`src/rtl/alert_check_scheduler.sv`:
```
// alert_check_scheduler
// Periodic check scheduler for the alertness-detection datapath. Launches one
// driver-response check per interval through a start/done handshake with the
// check engine, adapts the next interval to the response grade, counts
// consecutive misses and latches a master alarm until the operator clears it.
//
// Ports:
//   clock        system clock, rising edge
//   reset        asynchronous, active-high; clears all state
//   enable       scheduler run enable (level)
//   chk_start    one-cycle pulse launching a check
//   chk_done     one-cycle pulse: check finished
//   chk_grade    result with chk_done: 0 green, 1 yellow, 2 red, 3 miss
//   alarm_clr    operator clear of the latched alarm
//   alarm        latched master alarm
//   miss_cnt     consecutive-miss count, saturating at 3
//   busy         high while a check is outstanding
//
// Optional feature macro ALERT_SCHED_STATS_EN adds:
//   stat_checks  completed checks (timeouts included), saturating
//   stat_alarms  entries into ALARM, saturating
module alert_check_scheduler #(
    parameter int unsigned CNT_W      = 16,
    parameter int unsigned IVL_LONG   = 400,
    parameter int unsigned IVL_MID    = 200,
    parameter int unsigned IVL_SHORT  = 100,
    parameter int unsigned DONE_TMO   = 1000,
    parameter int unsigned MISS_LIMIT = 3
) (
    input  logic       clock,
    input  logic       reset,
    input  logic       enable,
    output logic       chk_start,
    input  logic       chk_done,
    input  logic [1:0] chk_grade,
    input  logic       alarm_clr,
    output logic       alarm,
    output logic [1:0] miss_cnt,
    output logic       busy
`ifdef ALERT_SCHED_STATS_EN
    ,
    output logic [15:0] stat_checks,
    output logic [7:0]  stat_alarms
`endif
);

    localparam logic [CNT_W-1:0] LOAD_LONG  = CNT_W'(IVL_LONG);
    localparam logic [CNT_W-1:0] LOAD_MID   = CNT_W'(IVL_MID);
    localparam logic [CNT_W-1:0] LOAD_SHORT = CNT_W'(IVL_SHORT);
    localparam logic [CNT_W-1:0] LOAD_TMO   = CNT_W'(DONE_TMO);
    localparam logic [CNT_W-1:0] CNT_ONE    = CNT_W'(1);

    typedef enum logic [2:0] {
        S_IDLE,
        S_WAIT,
        S_START,
        S_BUSY,
        S_ALARM
    } state_t;

    state_t           state, state_d;
    logic [CNT_W-1:0] cnt, cnt_d;
    logic [CNT_W-1:0] tmo, tmo_d;
    logic [1:0]       miss_d;
    logic [1:0]       miss_inc;
    logic [1:0]       eff_grade;
    logic             finish;

    // Saturating post-increment miss count, used for both update and alarm test
    assign miss_inc = (miss_cnt == 2'd3) ? 2'd3 : miss_cnt + 2'd1;

    // Check completes on chk_done, or on the last BUSY cycle (tmo about to hit 0)
    assign finish    = (state == S_BUSY) && (chk_done || (tmo <= CNT_ONE));
    // chk_done wins over a coincident timeout
    assign eff_grade = chk_done ? chk_grade : 2'd3;

    // Next-state and next-counter logic
    always_comb begin
        state_d = state;
        cnt_d   = cnt;
        tmo_d   = tmo;
        miss_d  = miss_cnt;
        case (state)
            S_IDLE: begin
                if (enable) begin
                    cnt_d   = LOAD_SHORT;
                    state_d = S_WAIT;
                end
            end
            S_WAIT: begin
                // Zero is observed for one cycle before START: interval + 2 latency
                if (!enable) begin
                    state_d = S_IDLE;
                end else if (cnt == '0) begin
                    state_d = S_START;
                end else begin
                    cnt_d = cnt - CNT_ONE;
                end
            end
            S_START: begin
                tmo_d   = LOAD_TMO;
                state_d = S_BUSY;
            end
            S_BUSY: begin
                if (finish) begin
                    case (eff_grade)
                        2'd0: begin
                            cnt_d  = LOAD_LONG;
                            miss_d = 2'd0;
                        end
                        2'd1: begin
                            cnt_d  = LOAD_MID;
                            miss_d = 2'd0;
                        end
                        2'd2: begin
                            cnt_d  = LOAD_SHORT;
                            miss_d = 2'd0;
                        end
                        default: begin
                            cnt_d  = LOAD_SHORT;
                            miss_d = miss_inc;
                        end
                    endcase
                    if ((eff_grade == 2'd3) && (32'(miss_inc) >= MISS_LIMIT)) begin
                        state_d = S_ALARM;
                    end else if (!enable) begin
                        state_d = S_IDLE;
                    end else begin
                        state_d = S_WAIT;
                    end
                end else begin
                    tmo_d = tmo - CNT_ONE;
                end
            end
            S_ALARM: begin
                if (alarm_clr) begin
                    miss_d  = 2'd0;
                    cnt_d   = LOAD_SHORT;
                    state_d = enable ? S_WAIT : S_IDLE;
                end
            end
            default: begin
                state_d = S_IDLE;
            end
        endcase
    end

    // State, counters and registered outputs
    always_ff @(posedge clock or posedge reset) begin
        if (reset) begin
            state     <= S_IDLE;
            cnt       <= LOAD_SHORT;
            tmo       <= '0;
            miss_cnt  <= 2'd0;
            chk_start <= 1'b0;
            busy      <= 1'b0;
            alarm     <= 1'b0;
        end else begin
            state     <= state_d;
            cnt       <= cnt_d;
            tmo       <= tmo_d;
            miss_cnt  <= miss_d;
            chk_start <= (state_d == S_START);
            busy      <= (state_d == S_BUSY);
            alarm     <= (state_d == S_ALARM);
        end
    end

`ifdef ALERT_SCHED_STATS_EN
    logic alarm_entry;

    assign alarm_entry = (state_d == S_ALARM) && (state != S_ALARM);

    // Saturating statistics counters; untouched by alarm_clr
    always_ff @(posedge clock or posedge reset) begin
        if (reset) begin
            stat_checks <= 16'd0;
            stat_alarms <= 8'd0;
        end else begin
            if (finish && (stat_checks != 16'hFFFF)) begin
                stat_checks <= stat_checks + 16'd1;
            end
            if (alarm_entry && (stat_alarms != 8'hFF)) begin
                stat_alarms <= stat_alarms + 8'd1;
            end
        end
    end
`endif

endmodule

```
`config.mk`:
```
export PLATFORM = sky130hd
export DESIGN_NAME = alert_check_scheduler
export DESIGN_NICKNAME = d
export VERILOG_FILES = /design/src/rtl/alert_check_scheduler.sv
export SDC_FILE = /design/constraint.sdc
export NUM_CORES = 1
export LEC_CHECK = 0
export BUFFER_PORTS_ARGS = -buffer_cell sky130_fd_sc_hd__buf_2
export CORE_MARGIN = 10
export CORE_UTILIZATION = 59
export DETAILED_ROUTE_END_ITERATION = 12
export GPL_ROUTABILITY_DRIVEN = 0
export PLACE_DENSITY = 0.77
export SLEW_MARGIN = 10
export SYNTH_ARGS = -nofsm -noshare
export SYNTH_HDL_FRONTEND = slang
export SYNTH_SLANG_ARGS = --single-unit
export TNS_END_PERCENT = 50
```
`constraint.sdc`:
```
create_clock -name clock -period 2.8 [get_ports clock]
set_clock_uncertainty 0.05 [all_clocks]
set_input_delay 0.14 -clock clock [delete_from_list [all_inputs] [get_ports clock]]
set_output_delay 0.14 -clock clock [all_outputs]
set_load 0.05 [all_outputs]
```
After elaboration in Yosys (flattened, before gate mapping)
Index checks and enable logic that the tools add are counted.
- bits in registers: 40
- input port bits: 7
- output and inout port bits: 5
- word-level logic and storage cells: 65
- $add $sub $neg: 3
- order comparisons: 2
- eq/ne operators: 17
- multiplexer cells: 23
- reduce and logical (&&, ||, !) cells: 13
- operators by type and width (cell ; number):
    two-way mux 16 bit ; 6
    case mux 16 bit (4 select lines) ; 1
    case mux 16 bit (2 select lines) ; 1
    subtractor 16 x 1 -> 16 bit (second input constant) ; 2
    two-way mux 3 bit ; 6
    case mux 9 bit (2 select lines) ; 1
    less-or-equal comparator 16 x 1 -> 1 bit (second input constant) ; 1
    logical NOT 16 bit ; 1
    case mux 3 bit (5 select lines) ; 1
    == test 3 x 2 -> 1 bit (second input constant) ; 4
    inequality test 2 bit (second input constant) ; 6
    two-way mux 2 bit ; 5
    == test 2 bit (second input constant) ; 3
    == test 3 bit (second input constant) ; 2
    AND reduction 6 bit ; 1
    case mux 2 bit (2 select lines) ; 1
    nonzero test 2 bit ; 2
    nonzero test 4 bit ; 1
    == test 3 x 1 -> 1 bit (second input constant) ; 1
    logical NOT 3 bit ; 1
    AND reduction 3 bit ; 1
    OR reduction 3 bit ; 1
    adder 2 x 1 -> 2 bit (second input constant) ; 1
    == test 2 x 1 -> 1 bit (second input constant) ; 1
    other kinds (6) ; 7

Depth between registers and ports, before layout
- word-level depth: 8
- mapped depth: 8
- gate-level depth less buffers: 7

Worst setup path after synthesis
OpenSTA, ideal clock, no wires.
- path type: register -> register
- from: register tmo[2]
- to: register cnt[8]
- arrival: 2177 ps
- slack: 445 ps
- stages on the path, launching flop included: 7
- period minus slack after synthesis: 2355 ps
- cells stage by stage: dfrtp_1 -> or4_4 -> nor3_4 -> a21boi_2 -> or3_1 -> buf_2 -> a2111o_1
- cells in the longest elaborated chain, start to end: 5
- RTL lines (what ; line ; text):
    start, declared ; 63 ; logic [CNT_W-1:0] tmo, tmo_d;
    start signal, assigned ; 161 ; tmo <= tmo_d;
    less-or-equal comparator 16 x 1 -> 1 bit ; 73 ; assign finish = (state == S_BUSY) && (chk_done || (tmo <= CNT_ONE));
    logical OR 1 bit ; 73 ;
    logical AND 1 bit ; 73 ;
    inequality test 2 bit (no source line) ; -- ;
    AND reduction 6 bit (no source line) ; -- ;
    end signal, assigned ; 160 ; cnt <= cnt_d;
    end, declared ; 62 ; logic [CNT_W-1:0] cnt, cnt_d;
Every way passes these cells.
A chain may end at the register's enable or synchronous reset.

Final worst setup path
Same ends and word-level chain as after synthesis.

==> impl_metrics.csv <==
group,metric,value,unit
outcome,status,"finished clean",
worst_setup_path,required,2.92,ns
grt,grt_pass1_wl,9156,µm
place,io_buffers,11,
routing,vias_per_cell,6.130,
logic_synthesis,synth-edff-count,0,
worst_setup_path,crit_slowest_cell,"or4_4",
timing,tns,0,ns
logic_synthesis,synth_cell_type_count,57,
worst_setup_path,r2r_setup_slack,0.29,ns
logic_synthesis,async_flop_share,100.0,%
clock_network,cts.sink_count,40,
clock_network,clock_latency,0.29,ns
grt,grt_max_degree,41,
logic_synthesis,avgSynthCellArea,9.076,µm²
hold_path,hp-class,"input port to register",
clock_network,cts_root_buffer,"clkbuf_8",
logic_synthesis,ys_seq_elements,40,
clock_network,cts_tree,"built",
clock_network,post-cts-setup-buffer-count,0,
place,place_hpwl,3887,µm
floorplan,coreArea,3971,µm²
place,post-place-ws,0.2753,ns
floorplan,num_io_pins,12,
worst_setup_path,critPathArrivalTime,2.64,ns
logic_synthesis,synth_top_area_cell,"dfrtp_1",
floorplan,fp.dieW,83.73,µm
clock_network,hold_buffers,1,
cells_and_area,fill_cells,336,
cells_and_area,seqCellArea,1005,µm²
routing,dr.pass1.iters,4,
cells_and_area,multi_input_area,1299,µm²
routing,routed_wirelength,5298,µm
worst_setup_path,r2r_cells,5,
cells_and_area,antenna_cells,0,
clock_network,clk_path_buf_depth,2,
cells_and_area,drive_above_1_share,16.01,%
grt,first_global_vias,1958,
timing,period_minus_slack,2.512,ns
grt,grt_usage,15.39,%
floorplan,die-area,7010,µm²
logic_synthesis,syn_inst,264,
floorplan,start_util,60.33,%
timing,timing.final.ws_setup,0.2879,ns
timing,tightestPinTransition,0.6013,ns
worst_setup_path,timing.rr.start,"tmo[2]",
logic_synthesis,ys_top_cells_by_count,"37 x dfrtp_1, 29 x nor2_1, 17 x nand2_1",
worst_setup_path,worstSetupPathType,"register to register",
timing,rsz0062_at_grt,"no",
grt,antenna_found_initial,0,
cells_and_area,syn2layout_area_growth,9.713,%
timing,maxSlewHeadroom,59.70,%
logic_synthesis,synth_seq_area_share,41.93,%
logic_synthesis,synth_top_area_share,38.64,%
logic_synthesis,syn-cell-area,2396,µm²
worst_setup_path,crit_buf_inv,0,
flow_run,maxCapViolCount,0,
floorplan,rows,23,
clock_network,cts_buffers,5,
routing,drtIter0Drc,175,
timing,setup_viol,0,
timing,max_freq,398.1,MHz
worst_setup_path,crit_fanout,7,
clock_network,ctsResizeCount,0,
grt,grt_remaining_overflow,0,
logic_synthesis,synthTopCellsByArea,"dfrtp_1 39%, nor2_1 4.5%, dfstp_2 3.3%, xor2_1 3.3%, a31oi_1 3.1%",
hold_path,hold_depth,2,
cells_and_area,layout.nets,290,
pwr,leakagePower,1.133,nW
pwr,ir_worst_vdd,0.5406,mV
worst_setup_path,reg2reg_to,"cnt[8]",
timing,slew_viol_final,0,
clock_network,cts_max_level,2,
worst_setup_path,startpoint_type,"register",
routing,drcViolationCount,0,
pwr,powerDensity,864.1,nW/µm²
worst_setup_path,slowest_delay,0.60,ns
logic_synthesis,syn_nets,274,
logic_synthesis,yosysMostFrequentCell,"dfrtp_1",
clock_network,path_clk_slew,0.08,ns
floorplan,die_y,83.73,µm
routing,vias,2029,
routing,antenna_left,0,
timing,min_period_over_period,89.72,%
routing,wl_per_cell,16.01,µm
worst_setup_path,cp-end-kind,"register",
timing,finalHoldViolations,0,
hold_path,min_to,"state[0]",
worst_setup_path,worstPathCellList,"or4_4, nor3_4, a21boi_2, or3_1, a2111o_1",
logic_synthesis,synth-main-ff-cell,"dfrtp_1",
worst_setup_path,crit_family,"simple AND/OR/NAND/NOR gates",
hold_path,hp-start,"enable",
logic_synthesis,ys_warn_count,0,
-- sequential cells by signal, indices dropped and copies added, names as in the netlist --
register   cells
busy           1
alarm          1
miss_cnt       2
tmo           16
state          3
cnt           16
chk_start      1
-- logic make-up after synthesis --
| group | count (synthesis) | share of synthesized area (%) |
|---|---|---|
| AOI/OAI and AO/OA | 75 | 22.35 |
| xor gates and xnor gates | 13 | 4.752 |
| adders and majority gates | 3 | 1.567 |
| buffers and inverters | 24 | 3.864 |
| DFF | 40 | 41.93 |
| muxes | 5 | 2.298 |
| and+or+nand+nor | 104 | 23.24 |
-- power breakdown --
part / leakage (nW) / internal (mW) / switching [mW]
registers: 0.506 / 0.741 / 0.175
clock network: 0.0510 / 0.197 / 0.195
logic: 0.576 / 0.381 / 0.583
total: 1.13 / 1.32 / 0.953
-- final cells by class --
cell class	instances	share of cell area [%]
timing repair buffer	19	4.474
tap	50	2.380
clock inverter	2	0.3808
clock buffer	6	3.141
inverter	14	1.999
sequential	40	38.22
multi-input combinational	200	49.41
-- metal layers --
metal,GRT usage [%],wire length [µm]
met1,21.75,2655
met2,22.16,2271
met3,3.516,310
met4,5.479,61
met5,0,0
-- layout by cell type, fill, tap and decap left out, drive strengths merged, types with 4 or more instances in the layout --
cell type | synthesis | layout
mux2 | 4 | 4
nand2 | 17 | 17
inv | 14 | 14
nor2b | 5 | 5
clkbuf | 8 | 6
nand3 | 7 | 7
a211oi | 5 | 5
o2111ai | 5 | 5
or3 | 6 | 6
nor3 | 16 | 16
xnor2 | 4 | 4
o21ai | 9 | 9
a21o | 5 | 5
dfrtp | 37 | 37
nand2b | 4 | 4
nor2 | 29 | 29
xor2 | 9 | 9
buf | 2 | 18
a21oi | 14 | 14
a31oi | 12 | 12
-- worst max path at each step --
stage / depth (start not counted) / slack (ns) / startpoint / end
floorplan: 6 / 0.44 / tmo[2] / cnt[8]
global placement: 5 / 0.32 / tmo[2] / cnt[3]
detailed placement: 5 / 0.28 / tmo[2] / cnt[1]
CTS: 5 / 0.26 / tmo[2] / cnt[1]
global route: 5 / 0.12 / tmo[2] / cnt[1]
finish: 5 / 0.29 / tmo[2] / cnt[8]
-- stage by stage --
stage | power (mW) | hold WS [ns] | area (µm²) | instances | utilization, %
CTS | 2.269 | 0.03024 | 2629 | 331 | 66.19
floorplan | 1.609 | 0.1986 | 2396 | 264 | -
detailed placement | 1.865 | 0.2403 | 2526 | 322 | 63.61
global route | 2.444 | 0.04971 | 2629 | 331 | 66.19
global placement | 1.843 | 0.2279 | 2526 | 322 | 63.61
finish | 2.271 | 0.03825 | 2629 | 331 | 66.19
Note: power is estimated with default switching activity, not from simulation.
